### config.mk
export PLATFORM = sky130hd
export DESIGN_NAME = keypad_emulator
export DESIGN_NICKNAME = d
export VERILOG_FILES = /design/src/rtl/keypad_emulator.sv
export SDC_FILE = /design/constraint.sdc
export NUM_CORES = 1
export LEC_CHECK = 0
export CORE_ASPECT_RATIO = 0.8
export CORE_MARGIN = 2
export CORE_UTILIZATION = 30
export CTS_CLUSTER_SIZE = 16
export DETAILED_ROUTE_END_ITERATION = 8
export GPL_ROUTABILITY_DRIVEN = 0
export HOLD_SLACK_MARGIN = 0.15
export PLACE_DENSITY = 0.51
export SYNTH_ARGS = -nofsm -noshare
export SYNTH_HDL_FRONTEND = slang
export SYNTH_SLANG_ARGS = --single-unit
### constraint.sdc
create_clock -name clk -period 4.7 [get_ports clk]
set_clock_uncertainty 0.15 [all_clocks]
set_input_delay 0.94 -clock clk [delete_from_list [all_inputs] [get_ports clk]]
set_output_delay 0.94 -clock clk [all_outputs]
set_load 0.1 [all_outputs]
### src/rtl/keypad_emulator.sv
// rtl/keypad_emulator.sv - device-side 4x4 matrix keypad model driven by press requests
// Presses one latched key for HOLD_CYCLES, then releases it for GAP_CYCLES.
module keypad_emulator #(
    parameter int HOLD_CYCLES = 1000,
    parameter int GAP_CYCLES  = 1000,
    parameter int SYNC_STAGES = 2
) (
    input  logic       clk,
    input  logic       rst_n,
    input  logic [3:0] key_in,
    input  logic       key_valid,
    output logic       key_ready,
    input  logic       cancel,
    input  logic [3:0] row,
    output logic [3:0] column,
    output logic       busy,
    output logic       pressing,
    output logic       done
);

    localparam int MAX_CYCLES = (HOLD_CYCLES > GAP_CYCLES) ? HOLD_CYCLES : GAP_CYCLES;
    localparam int CW         = $clog2(MAX_CYCLES + 1);

    typedef enum logic [1:0] {
        S_IDLE,
        S_PRESS,
        S_GAP
    } state_t;

    state_t        r_state;
    state_t        w_state_nxt;
    logic [CW-1:0] r_cnt;
    logic [CW-1:0] w_cnt_nxt;
    logic [3:0]    r_key;
    logic [3:0]    w_key_nxt;
    logic          r_done;
    logic          w_done_nxt;
    logic [3:0]    w_row_s;
    logic [1:0]    w_key_row;
    logic [1:0]    w_key_col;
    logic          w_drive;

    generate
        if (SYNC_STAGES == 0) begin : g_nosync
            assign w_row_s = row;
        end else begin : g_sync
            logic [3:0] r_sync [SYNC_STAGES];

            always_ff @(posedge clk or negedge rst_n) begin
                if (!rst_n) begin
                    for (int i = 0; i < SYNC_STAGES; i++) begin
                        r_sync[i] <= 4'b1111;
                    end
                end else begin
                    r_sync[0] <= row;
                    for (int i = 1; i < SYNC_STAGES; i++) begin
                        r_sync[i] <= r_sync[i-1];
                    end
                end
            end

            assign w_row_s = r_sync[SYNC_STAGES-1];
        end
    endgenerate

    // Code map matches the scanner: {row index, column index} per key code.
    always_comb begin
        w_key_row = 2'd0;
        w_key_col = 2'd0;
        case (r_key)
            4'h1: begin w_key_row = 2'd0; w_key_col = 2'd0; end
            4'h2: begin w_key_row = 2'd0; w_key_col = 2'd1; end
            4'h3: begin w_key_row = 2'd0; w_key_col = 2'd2; end
            4'hA: begin w_key_row = 2'd0; w_key_col = 2'd3; end
            4'h4: begin w_key_row = 2'd1; w_key_col = 2'd0; end
            4'h5: begin w_key_row = 2'd1; w_key_col = 2'd1; end
            4'h6: begin w_key_row = 2'd1; w_key_col = 2'd2; end
            4'hB: begin w_key_row = 2'd1; w_key_col = 2'd3; end
            4'h7: begin w_key_row = 2'd2; w_key_col = 2'd0; end
            4'h8: begin w_key_row = 2'd2; w_key_col = 2'd1; end
            4'h9: begin w_key_row = 2'd2; w_key_col = 2'd2; end
            4'hC: begin w_key_row = 2'd2; w_key_col = 2'd3; end
            4'hE: begin w_key_row = 2'd3; w_key_col = 2'd0; end
            4'h0: begin w_key_row = 2'd3; w_key_col = 2'd1; end
            4'hF: begin w_key_row = 2'd3; w_key_col = 2'd2; end
            4'hD: begin w_key_row = 2'd3; w_key_col = 2'd3; end
            default: begin w_key_row = 2'd0; w_key_col = 2'd0; end
        endcase
    end

    // Exact pattern match rejects idle, all-low and multi-row drives in one compare.
    assign w_drive = (r_state == S_PRESS) && (w_row_s == ~(4'b0001 << w_key_row));
    assign column  = w_drive ? ~(4'b0001 << w_key_col) : 4'b1111;

    always_comb begin
        w_state_nxt = r_state;
        w_cnt_nxt   = r_cnt;
        w_key_nxt   = r_key;
        w_done_nxt  = 1'b0;
        case (r_state)
            S_IDLE: begin
                if (key_valid) begin
                    w_key_nxt   = key_in;
                    w_cnt_nxt   = CW'(HOLD_CYCLES);
                    w_state_nxt = S_PRESS;
                end
            end
            S_PRESS: begin
                if (cancel || (r_cnt <= CW'(1))) begin
                    w_cnt_nxt   = CW'(GAP_CYCLES);
                    w_state_nxt = S_GAP;
                end else begin
                    w_cnt_nxt = r_cnt - CW'(1);
                end
            end
            S_GAP: begin
                if (r_cnt <= CW'(1)) begin
                    w_cnt_nxt   = '0;
                    w_done_nxt  = 1'b1;
                    w_state_nxt = S_IDLE;
                end else begin
                    w_cnt_nxt = r_cnt - CW'(1);
                end
            end
            default: begin
                w_cnt_nxt   = '0;
                w_state_nxt = S_IDLE;
            end
        endcase
    end

    always_ff @(posedge clk or negedge rst_n) begin
        if (!rst_n) begin
            r_state <= S_IDLE;
            r_cnt   <= '0;
            r_key   <= 4'h0;
            r_done  <= 1'b0;
        end else begin
            r_state <= w_state_nxt;
            r_cnt   <= w_cnt_nxt;
            r_key   <= w_key_nxt;
            r_done  <= w_done_nxt;
        end
    end

    assign key_ready = (r_state == S_IDLE);
    assign busy      = (r_state != S_IDLE);
    assign pressing  = (r_state == S_PRESS);
    assign done      = r_done;

endmodule

**After elaboration in Yosys (flattened, before gate mapping)**

Memory sizes are Yosys's and may differ from the RTL's.
Cells that the tools add are included.

- Flip-flop bits (word level): 25
- Bits in read-only memories: 64
- Input port bits: 12
- Word-level logic and storage cells: 36
- Memories: 1

Memory list:

| memory | depth | bits a word | read ports | clocked after Yosys merged registers in | write ports | RTL line | RTL |
|---|---|---|---|---|---|---|---|
| (no name shown) | 16 | 4 | 1 | 0 | 0 | 70 | `case (r_key)` |

- Add/subtract/negate cells: 1
- Order comparisons: 1
- Eq/ne operators: 6
- Shift operators: 2
- Multiplexer cells: 11
- Bitwise operators: 2
- Reductions and logical operators: 6

Operators by type and width:

| kind | count |
|---|---|
| $mux W10 | 3 |
| $pmux W10 S3 | 1 |
| $le A10 B1 Y1 const B | 1 |
| $sub A10 B1 Y10 const B | 1 |
| $not A4 Y4 | 2 |
| $shl A1 B2 Y4 const A | 2 |
| $mux W2 | 3 |
| $pmux W2 S3 | 1 |
| $eq A4 B4 Y1 | 1 |
| $mux W4 | 1 |
| $ne A2 B2 Y1 const B | 2 |
| $reduce_and A3 Y1 | 1 |
| $eq A2 B1 Y1 const B | 1 |
| $eq A2 B2 Y1 const B | 1 |
| $logic_not A2 Y1 | 1 |
| $mux W1 | 2 |
| $ne A2 B1 Y1 const B | 1 |
| $reduce_and A2 Y1 | 1 |
| $reduce_bool A2 Y1 | 1 |
| $logic_and A1 B1 Y1 | 1 |
| $logic_or A1 B1 Y1 | 1 |

**Longest topological paths before layout**

Gate-level depths: netlist of run 1.
An unclocked memory read counts as a cell.

- Word-level depth: 6
- Gate-level depth with buffers: 7
- Mapped depth without buffers: 7

**Worst setup path after synthesis of run 1**

No wires, ideal clock.

- Path kind: flip-flop to output port
- Start point: register r_state[0]
- End point: output column[1]
- Data arrival time: 3743 ps
- Required time: 3610 ps
- Slack: -133 ps
- Stages on the path, launching flop included: 5
- Buffers on the path: 0
- Cells stage by stage: dfrtp_1 -> nor2b_1 -> o21ai_0 -> nor4b_1 -> nand4b_1

- Cells in the longest elaborated chain, start to end: 3

Ends and longest elaborated chain:

| element | RTL line | RTL |
|---|---|---|
| from (decl) | 30 | `state_t r_state;` |
| from (signal assigned) | 139 | `r_state <= w_state_nxt;` |
| $eq A2 B1 Y1 | -- |  |
| via pressing | 17 | `output logic pressing,` |
| $logic_and A1 B1 Y1 | 92 | `assign w_drive = (r_state == S_PRESS) && (w_row_s == ~(4'b0001 << w_key_row));` |
| $mux W4 | 93 | `assign column = w_drive ? ~(4'b0001 << w_key_col) : 4'b1111;` |
| to (decl) | 15 | `output logic [3:0] column,` |

The timed path passes the listed nets, and every way through them passes these cells.

**Worst setup path after layout of run 1**

- Start point: register r_key[2]
- End point: output column[1]

- Cells in the longest elaborated chain, start to end: 6

Ends and longest elaborated chain:

| element | RTL line | RTL |
|---|---|---|
| from (decl) | 34 | `logic [3:0] r_key;` |
| from (signal assigned) | 141 | `r_key <= w_key_nxt;` |
| $mem_v2 Z16 W4 * | -- |  |
| $shl A1 B2 Y4 | 92 |  |
| $not A4 Y4 | 92 |  |
| $eq A4 B4 Y1 | 92 |  |
| $logic_and A1 B1 Y1 | 92 |  |
| $mux W4 * | 93 |  |

Mark *: on every way between the ends. The rest lies on a longest branch, timed or not.

==> results.py, run 1 <==
metrics = {
    "placed_design": {
        "io_buffers": 19,
        "hpwl_mm": 2.55,
    },
    "global_route": {
        "grt-busiest-layer": "met1",
        "globalRouteMet3Util": 0.0274,
        "grt_overflow": 0,
        "met2_usage": 0.184,
        "grt_max_degree": 20,
        "antenna_found_initial": 0,
        "grt_pass1_wl_mm": 6.02,
        "grtUsageTotal": 0.131,
        "use_met1": 0.198,
        "grt_pass1_vias": 1219,
    },
    "critical_path": {
        "path_cells": "inv_1 > a2bb2oi_1 > o21a_1 > nor4b_1 > nand4b_1 > buf_4",
        "crit_fanout": 17,
        "start_kind": "flip-flop",
        "worst_setup_path_end_kind": "primary output",
        "reg2reg_to": "r_cnt[8]$_DFFE_PN0P_",
        "crit_arrival_ns": 2.50,
        "reg2reg_from": "r_cnt[0]$_DFFE_PN0P_",
        "cpPeakStageDelay_ns": 0.67,
        "r2r_cells": 6,
        "crit_type": "flip-flop to primary output",
        "crit_path_top_delay_cell": "dfrtp_1",
        "r2r_slack_ns": 2.32,
        "cp.required_ns": 3.61,
    },
    "layout": {
        "area_growth_pct": 16.4,
        "layout.nets": 203,
        "antennaDiodeCount": 0,
        "final_cell_mix": "17 x dfrtp_1, 15 x clkdlybuf4s50_1, 14 x nor2_1, 13 x o21ai_0",
        "final_layout_size_suffix_gt1_frac": 0.144,
        "final_common_cell": "dfrtp_1",
    },
    "timing": {
        "slew_headroom": 0.355,
        "post-route-min-period_ns": 3.59,
        "max_freq_mhz": 279,
        "whs_ns": 0.210,
        "setup_viol": 0,
        "tns_ns": 0,
        "timing.final.crit_share": 0.763,
        "rsz0062_at_grt": "false",
        "max_slew.worst_pin.slew_ns": 0.965,
        "report.final.slew_viol_count": 0,
        "hold_violations": 0,
    },
    "route": {
        "vias": 1339,
        "viasPerCell": 5.36,
        "drtIter0Drc": 110,
        "routed_wirelength_mm": 3.52,
        "drc": 0,
        "wl_per_cell_um": 14.1,
        "dr.pass1.iters": 4,
        "final_antenna_net_count": 0,
    },
    "pwr": {
        "cellLeakagePower_nw": 0.712,
        "power.density_nw_per_um2": 694,
        "vdd_ir_drop_max_mv": 0.531,
    },
    "yosys": {
        "synth_area_per_cell_um2": 8.99,
        "synth_area_um2": 1570,
        "synthesis.nets": 189,
        "ys_ff_latch": 25,
        "yosys.cell_types.count": 45,
        "synthCells": 175,
        "ys_seq_area_frac": 0.404,
        "yosysWarningCount": 0,
    },
    "min_path": {
        "hold_path_depth": 0,
        "min_to": "w_row_s[1]$_DFF_PN1_",
        "hp-class": "flip-flop to flip-flop",
        "hold_start": "g_sync.r_sync[5]$_DFF_PN1_",
    },
    "clock_network": {
        "ctsHtreeMaxLevel": 1,
        "root_buffer": "clkbuf_8",
        "numCtsBuffers": 3,
        "post_cts_resized": 0,
        "clk_latency_ns": 0.27,
        "clk_pin_slew_ns": 0.09,
        "cts_tree": "yes",
        "clock_path_buffers": 2,
        "post-cts-setup-buffer-count": 0,
        "holdBufCountCts": 0,
        "cts_sinks": 25,
    },
    "floorplanning": {
        "die_area_um2": 5850,
        "row_count": 23,
        "dieHeight_um": 68.8,
        "pin_count": 20,
        "core_um2": 5040,
        "initial_core_util": 0.313,
        "die_w_um": 85.0,
    },
    "outcome": {
        "status": "completed",
    },
    "run": {
        "max-cap-violations": 0,
    },
}
## per-layer routing
layer	part of all wire	vias to the layer above
met2	0.42	35
met3	0.060	2
li1	-	665
met1	0.51	637
met4	0.0054	0
met5	0	-
## worst max-delay path: cells and delay by family (launching register included)
kind / cells / cell delay (ns)
and+or+nand+nor: 2 / 0.76
DFF: 1 / 0.67
buffers and inverters: 2 / 0.44
AOI/OAI and AO/OA: 2 / 0.36
## registers in the layout, indices dropped and copies added (netlist names)
signal and flops:
w_row_s 4, r_cnt 10, r_state 2, r_key 4
g_sync.r_sync 4, done 1
## worst max-delay path by stage
stage	start	endpoint	cells past startpoint
floorplan	r_state[0]$_DFFE_PN0P_	column[1]	4
global placement	r_key[3]$_DFFE_PN0P_	column[3]	6
detailed placement	r_key[2]$_DFFE_PN0P_	column[1]	6
CTS	r_key[2]$_DFFE_PN0P_	column[1]	6
global route	r_key[0]$_DFFE_PN0P_	column[1]	6
finish	r_key[2]$_DFFE_PN0P_	column[1]	6
## power by group
group	switching, W	total (W)	internal, W
registers	0.000158	0.000443	0.000285
logic	0.000422	0.000701	0.000278
clock network	0.0000690	0.000128	0.0000593
total	0.000649	0.00127	0.000623
## cell type report
cell class                 count  area (um^2)
clock buffer                   3         41.3
clock inverter                 1         5.00
fill                         497         3200
inverter                       8         30.0
multi-input combinational    131          855
sequential                    25          636
tap                           62         77.6
timing repair buffer          20          188
## kinds of logic after synthesis
group / count (synthesis) / share of synthesized area
mux: 4 / 0.0286
simple gates: 66 / 0.231
fa+ha+maj: 2 / 0.0159
flops: 25 / 0.404
xor+xnor: 5 / 0.0278
buf+inv: 19 / 0.0548
compound gates: 54 / 0.238
## stage by stage
| step | instances | instance area [um^2] | utilization | total power, W | setup WS, ns |
|---|---|---|---|---|---|
| 2_1_floorplan | 175 | 1580 | - | 0.00101 | 0.538 |
| 3_3_place_gp | 246 | 1790 | 0.355 | 0.00113 | 1.47 |
| 3_5_place_dp | 246 | 1790 | 0.355 | 0.00114 | 1.40 |
| 4_1_cts | 250 | 1830 | 0.364 | 0.00128 | 1.08 |
| 5_1_grt | 250 | 1830 | 0.364 | 0.00139 | 0.896 |
| 6_report | 250 | 1830 | 0.364 | 0.00127 | 1.11 |
## Yosys cell counts (all sizes together)
library cell | count | area [um^2]
a211o | 1 | 8.76
o21ai | 15 | 75.1
nor3 | 8 | 51.3
buf | 2 | 22.5
a211oi | 1 | 7.51
nand3b | 2 | 15.0
nand2 | 11 | 41.3
xnor2 | 1 | 8.76
nor3b | 2 | 15.0
o311ai | 2 | 17.5
nor2b | 5 | 31.3
nand4b | 1 | 8.76
nor2 | 15 | 58.8
nand4 | 1 | 6.26
or4 | 3 | 26.3
o31ai | 3 | 22.5
a21o | 2 | 15.0
inv | 8 | 30.0
a31oi | 1 | 6.26
a32oi | 1 | 8.76
o211ai | 1 | 7.51
xor2 | 4 | 35.0
dfstp | 8 | 210
ha | 2 | 25.0
mux2 | 4 | 45.0
clkbuf | 9 | 33.8
o41ai | 1 | 27.5
or3 | 4 | 25.0
a22oi | 3 | 22.5
a2bb2oi | 3 | 26.3
nor4 | 2 | 12.5
o32ai | 1 | 16.3
nor4b | 1 | 8.76
a21oi | 11 | 55.1
o22ai | 2 | 12.5
o21bai | 2 | 15.0
nand2b | 6 | 37.5
dfrtp | 17 | 425
nand3 | 5 | 25.0
a41oi | 1 | 8.76
o21a | 3 | 22.5
No activity file was read; power rests on OpenSTA's default activity.
==> run 2, diff against run 1 <==
==> constraint.sdc (replaced) <==
create_clock -name clk -period 3.6 [get_ports clk]
set_clock_uncertainty 0.15 [all_clocks]
set_input_delay 0.72 -clock clk [delete_from_list [all_inputs] [get_ports clk]]
set_output_delay 0.72 -clock clk [all_outputs]
set_load 0.1 [all_outputs]
==> results.py, run 2 (synthesis results as in run 1) <==
metrics = {
    "critical_path": {
        "start_kind": "flip-flop",
        "endpoint": "column[3]",
        "crit_arrival_ns": 2.36,
        "reg2reg_from": "r_cnt[0]$_DFFE_PN0P_",
        "cpPeakStageDelay_ns": 0.60,
        "cp-startpoint": "r_key[3]$_DFFE_PN0P_",
        "cp.required_ns": 2.73,
        "crit_type": "flip-flop to primary output",
        "crit_fanout": 19,
        "path_cells": "o21bai_1 > a2bb2oi_1 > a21oi_1 > nor4b_2 > nand4_1 > buf_4",
        "crit_path_top_delay_cell": "dfrtp_1",
        "r2r_cells": 6,
        "reg2reg_to": "r_cnt[8]$_DFFE_PN0P_",
        "r2r_slack_ns": 1.23,
        "worst_setup_path_end_kind": "primary output",
    },
    "global_route": {
        "grt_max_degree": 20,
        "grt_pass1_wl_mm": 6.27,
        "antenna_found_initial": 0,
        "grt_overflow": 0,
        "grt_pass1_vias": 1281,
        "grtUsageTotal": 0.137,
    },
    "min_path": {
        "hp-class": "flip-flop to flip-flop",
        "hold_path_depth": 0,
        "hold_start": "g_sync.r_sync[4]$_DFF_PN1_",
    },
    "layout": {
        "n_fill_cell": 502,
        "final_cell_mix": "17 x dfrtp_1, 13 x nor2_1, 13 x o21ai_0, 12 x clkdlybuf4s50_1",
        "largest_reg_flops": 10,
        "antennaDiodeCount": 0,
        "top_register": "r_cnt",
        "area_growth_pct": 18.4,
        "layout.nets": 206,
        "final_common_cell": "dfrtp_1",
        "final_layout_size_suffix_gt1_frac": 0.183,
    },
    "outcome": {
        "status": "completed",
    },
    "floorplanning": {
        "die_w_um": 85.0,
        "initial_core_util": 0.313,
        "core_um2": 5040,
        "pin_count": 20,
        "die_area_um2": 5850,
        "row_count": 23,
        "dieHeight_um": 68.8,
    },
    "placed_design": {
        "hpwl_mm": 2.68,
        "pre_cts_slack_ns": 0.534,
        "io_buffers": 19,
    },
    "timing": {
        "report.final.slew_viol_count": 0,
        "slew_headroom": 0.357,
        "hold_violations": 0,
        "timing.final.crit_share": 0.897,
        "tns_ns": 0,
        "fin_ws_ns": 0.371,
        "post-route-min-period_ns": 3.23,
        "rsz0062_at_grt": "false",
        "whs_ns": 0.211,
        "max_slew.worst_pin.slew_ns": 0.961,
        "setup_viol": 0,
        "max_freq_mhz": 310,
    },
    "route": {
        "wl_per_cell_um": 14.4,
        "drtIter0Drc": 147,
        "vias": 1372,
        "drc": 0,
        "dr.pass1.iters": 4,
        "routed_wirelength_mm": 3.65,
        "final_antenna_net_count": 0,
        "viasPerCell": 5.42,
    },
    "pwr": {
        "power_w": 0.00170,
        "vdd_ir_drop_max_mv": 0.426,
        "p_sw_w": 0.000867,
        "clkPwrFrac": 0.103,
        "switching_share": 0.509,
        "power.density_nw_per_um2": 914,
        "pwr-share-comb": 0.573,
        "cellLeakagePower_nw": 0.736,
        "intPower_w": 0.000836,
        "pwr-share-seq": 0.324,
    },
    "clock_network": {
        "clock_path_buffers": 2,
        "root_buffer": "clkbuf_8",
        "ctsHtreeMaxLevel": 1,
        "numCtsBuffers": 3,
        "holdBufCountCts": 0,
        "clk_latency_ns": 0.27,
        "cts_tree": "yes",
        "cts_sinks": 25,
        "clk_pin_slew_ns": 0.09,
    },
    "run": {
        "max-cap-violations": 0,
    },
}
[run 2: changes by cell type in the layout (fill, tap and decap cells not counted), sizes merged]
cell,delta
clkinv,-1
clkdlybuf4s50,-3
inv,+1
buf,+6
[run 2: metrics by stage]
step	cell area [um^2]	std cells	util
3_5_place_dp	1810	249	0.359
3_3_place_gp	1810	249	0.359
2_1_floorplan	1580	175	-
4_1_cts	1860	253	0.369
5_1_grt	1860	253	0.370
6_report	1860	253	0.370
[run 2: power by group through the flow]
stage          logic, W  clock network (W)  registers [W]
2_1_floorplan  0.000877                  0       0.000446
3_3_place_gp   0.000952                  0       0.000546
3_5_place_dp   0.000968                  0       0.000557
4_1_cts        0.000974           0.000184       0.000551
5_1_grt         0.00108           0.000199       0.000577
6_report       0.000975           0.000176       0.000552
[run 2: worst max-delay path: cells and delay by family (launching register included)]
kind / cells / cell delay [ns]
simple gates: 2 / 0.59
buf+inv: 1 / 0.27
flops: 1 / 0.60
compound gates: 3 / 0.62
[run 2: final cells by class]
class | instances | area (um^2) | area share
sequential | 25 | 636 | 0.341
timing repair buffer | 23 | 203 | 0.109
clock inverter | 1 | 8.76 | 0.00470
tap | 62 | 77.6 | 0.0416
inverter | 8 | 30.0 | 0.0161
multi-input combinational | 131 | 868 | 0.466
clock buffer | 3 | 41.3 | 0.0221
[run 2: layer usage]
metal | share of wire | global-route usage
met2 | 0.43 | 0.210
met4 | 0.014 | 0.0417
met5 | 0 | 0
met1 | 0.51 | 0.194
met3 | 0.044 | 0.0298
[run 2: worst min path at each step]
| stage | end |
|---|---|
| global placement | w_row_s[3]$_DFF_PN1_ |
| finish | w_row_s[0]$_DFF_PN1_ |
| floorplan | w_row_s[0]$_DFF_PN1_ |
| global route | w_row_s[2]$_DFF_PN1_ |
| CTS | w_row_s[0]$_DFF_PN1_ |
| detailed placement | w_row_s[0]$_DFF_PN1_ |
[run 2: repair_timing]
action	CTS	global route
setup endpoints to repair	0	4
buffers inserted	0	0
resized for setup	0	1
==> run 3, diff against run 2 <==
--- a/config.mk
+++ b/config.mk
@@ -6,7 +6,7 @@
 export NUM_CORES = 1
 export LEC_CHECK = 0
 export CORE_ASPECT_RATIO = 0.8
-export CORE_MARGIN = 2
+export CORE_MARGIN = 8
 export CORE_UTILIZATION = 30
 export CTS_CLUSTER_SIZE = 16
 export DETAILED_ROUTE_END_ITERATION = 8
==> results.py, run 3 (synthesis results as in run 1) <==
metrics = {
    "outcome": {
        "status": "completed",
    },
    "layout": {
        "top_register": "r_cnt",
        "final_layout_size_suffix_gt1_frac": 0.183,
        "area_growth_pct": 18.4,
        "antennaDiodeCount": 0,
        "final_cell_mix": "17 x dfrtp_1, 13 x nor2_1, 13 x o21ai_0, 12 x clkdlybuf4s50_1",
        "layout.nets": 206,
        "largest_reg_flops": 10,
        "final_common_cell": "dfrtp_1",
    },
    "clock_network": {
        "clk_pin_slew_ns": 0.10,
        "post-cts-setup-buffer-count": 0,
        "clock_path_buffers": 2,
        "post_cts_resized": 0,
        "holdBufCountCts": 0,
        "root_buffer": "clkbuf_8",
        "cts_tree": "yes",
        "numCtsBuffers": 3,
        "cts_sinks": 25,
        "clk_latency_ns": 0.27,
        "ctsHtreeMaxLevel": 1,
    },
    "critical_path": {
        "crit_arrival_ns": 2.38,
        "crit_type": "flip-flop to primary output",
        "start_kind": "flip-flop",
        "cp.required_ns": 2.73,
        "worst_setup_path_end_kind": "primary output",
        "crit_fanout": 19,
    },
    "route": {
        "drc": 0,
        "viasPerCell": 5.44,
        "wl_per_cell_um": 15.5,
        "drtIter0Drc": 119,
        "final_antenna_net_count": 0,
        "dr.pass1.iters": 4,
        "routed_wirelength_mm": 3.93,
        "vias": 1377,
    },
    "placed_design": {
        "io_buffers": 19,
        "hpwl_mm": 2.82,
    },
    "timing": {
        "hold_violations": 0,
        "post-route-min-period_ns": 3.25,
        "setup_viol": 0,
        "slew_headroom": 0.356,
        "report.final.slew_viol_count": 0,
        "timing.final.crit_share": 0.902,
        "rsz0062_at_grt": "false",
        "max_freq_mhz": 308,
        "max_slew.worst_pin.slew_ns": 0.962,
        "tns_ns": 0,
    },
    "pwr": {
        "vdd_ir_drop_max_mv": 0.556,
        "clkPwrFrac": 0.103,
        "switching_share": 0.513,
        "pwr-share-comb": 0.573,
        "intPower_w": 0.000837,
        "cellLeakagePower_nw": 0.736,
        "pwr-share-seq": 0.323,
        "power_w": 0.00172,
        "power.density_nw_per_um2": 922,
        "p_sw_w": 0.000881,
    },
    "floorplanning": {
        "row_count": 23,
        "die_w_um": 97.0,
        "die_area_um2": 7830,
        "pin_count": 20,
        "dieHeight_um": 80.8,
        "initial_core_util": 0.313,
        "core_um2": 5040,
    },
    "global_route": {
        "grt_pass1_vias": 1343,
        "grtUsageTotal": 0.102,
        "grt_pass1_wl_mm": 6.74,
        "antenna_found_initial": 0,
        "grt_max_degree": 20,
        "grt_overflow": 0,
    },
    "run": {
        "max-cap-violations": 0,
    },
    "min_path": {
        "hp-class": "flip-flop to flip-flop",
    },
}
-- run 3: cell counts in the layout (fill, tap and decap cells not counted) --
No cell type changed its count.
-- run 3: worst max-delay path, stage by stage, from the launching register on --
cell and delay [ns]:
dfrtp_1 0.60, o21bai_1 0.28, a2bb2oi_1 0.25, a21oi_1 0.11
nor4b_2 0.43, nand4_1 0.15, buf_4 0.28
-- run 3: layer usage --
metal | GRT usage | routed length (um) | vias to the layer above
met2 | 0.149 | 1680 | 42
met1 | 0.151 | 2020 | 663
li1 | - | - | 668
met3 | 0.0169 | 183 | 4
met4 | 0.0291 | 46 | 0
met5 | 0 | 0 | -
-- run 3: worst paths after layout --
path                                            start              endpoint  slack [ns]  cells after the start
max                              r_key[3]$_DFFE_PN0P_             column[3]        0.35                      6
min                        g_sync.r_sync[4]$_DFF_PN1_  w_row_s[0]$_DFF_PN1_        0.21                      0
max reg2reg                      r_cnt[0]$_DFFE_PN0P_  r_cnt[8]$_DFFE_PN0P_        1.26                      6
min reg2reg                g_sync.r_sync[4]$_DFF_PN1_  w_row_s[0]$_DFF_PN1_        0.21                      0
max in group asynchronous                       rst_n  w_row_s[0]$_DFF_PN1_        1.81                      2
min in group asynchronous                       rst_n  r_cnt[2]$_DFFE_PN0P_        0.78                      1
-- run 3: power by group through the flow --
stage               sequential, W  combinational [W]  clock (W)
finish                   0.000555           0.000985   0.000178
global route             0.000577            0.00108   0.000199
global placement         0.000548           0.000957          0
detailed placement       0.000556           0.000976          0
floorplan                0.000446           0.000877          0
CTS                      0.000550           0.000983   0.000187
-- run 3: metrics by stage --
| stage | cells | hold slack, ns | worst slack, ns | util | instance area, um^2 |
|---|---|---|---|---|---|
| final | 253 | 0.211 | 0.352 | 0.370 | 1860 |
| after global routing | 253 | 0.216 | 0.170 | 0.370 | 1860 |
| after CTS | 253 | 0.212 | 0.204 | 0.369 | 1860 |
| after detailed placement | 249 | 0.197 | 0.523 | 0.359 | 1810 |
| after global placement | 249 | 0.199 | 0.681 | 0.359 | 1810 |
| after floorplan | 175 | 0.195 | 0.0635 | - | 1580 |
-- run 3: layout make-up --
type / instances / area [um^2]
Clock buffer: 3 / 41.3
Clock inverter: 1 / 8.76
Fill cell: 517 / 3170
Inverter: 8 / 30.0
Multi-Input combinational cell: 131 / 868
Sequential cell: 25 / 636
Tap cell: 62 / 77.6
Timing Repair Buffer: 23 / 203
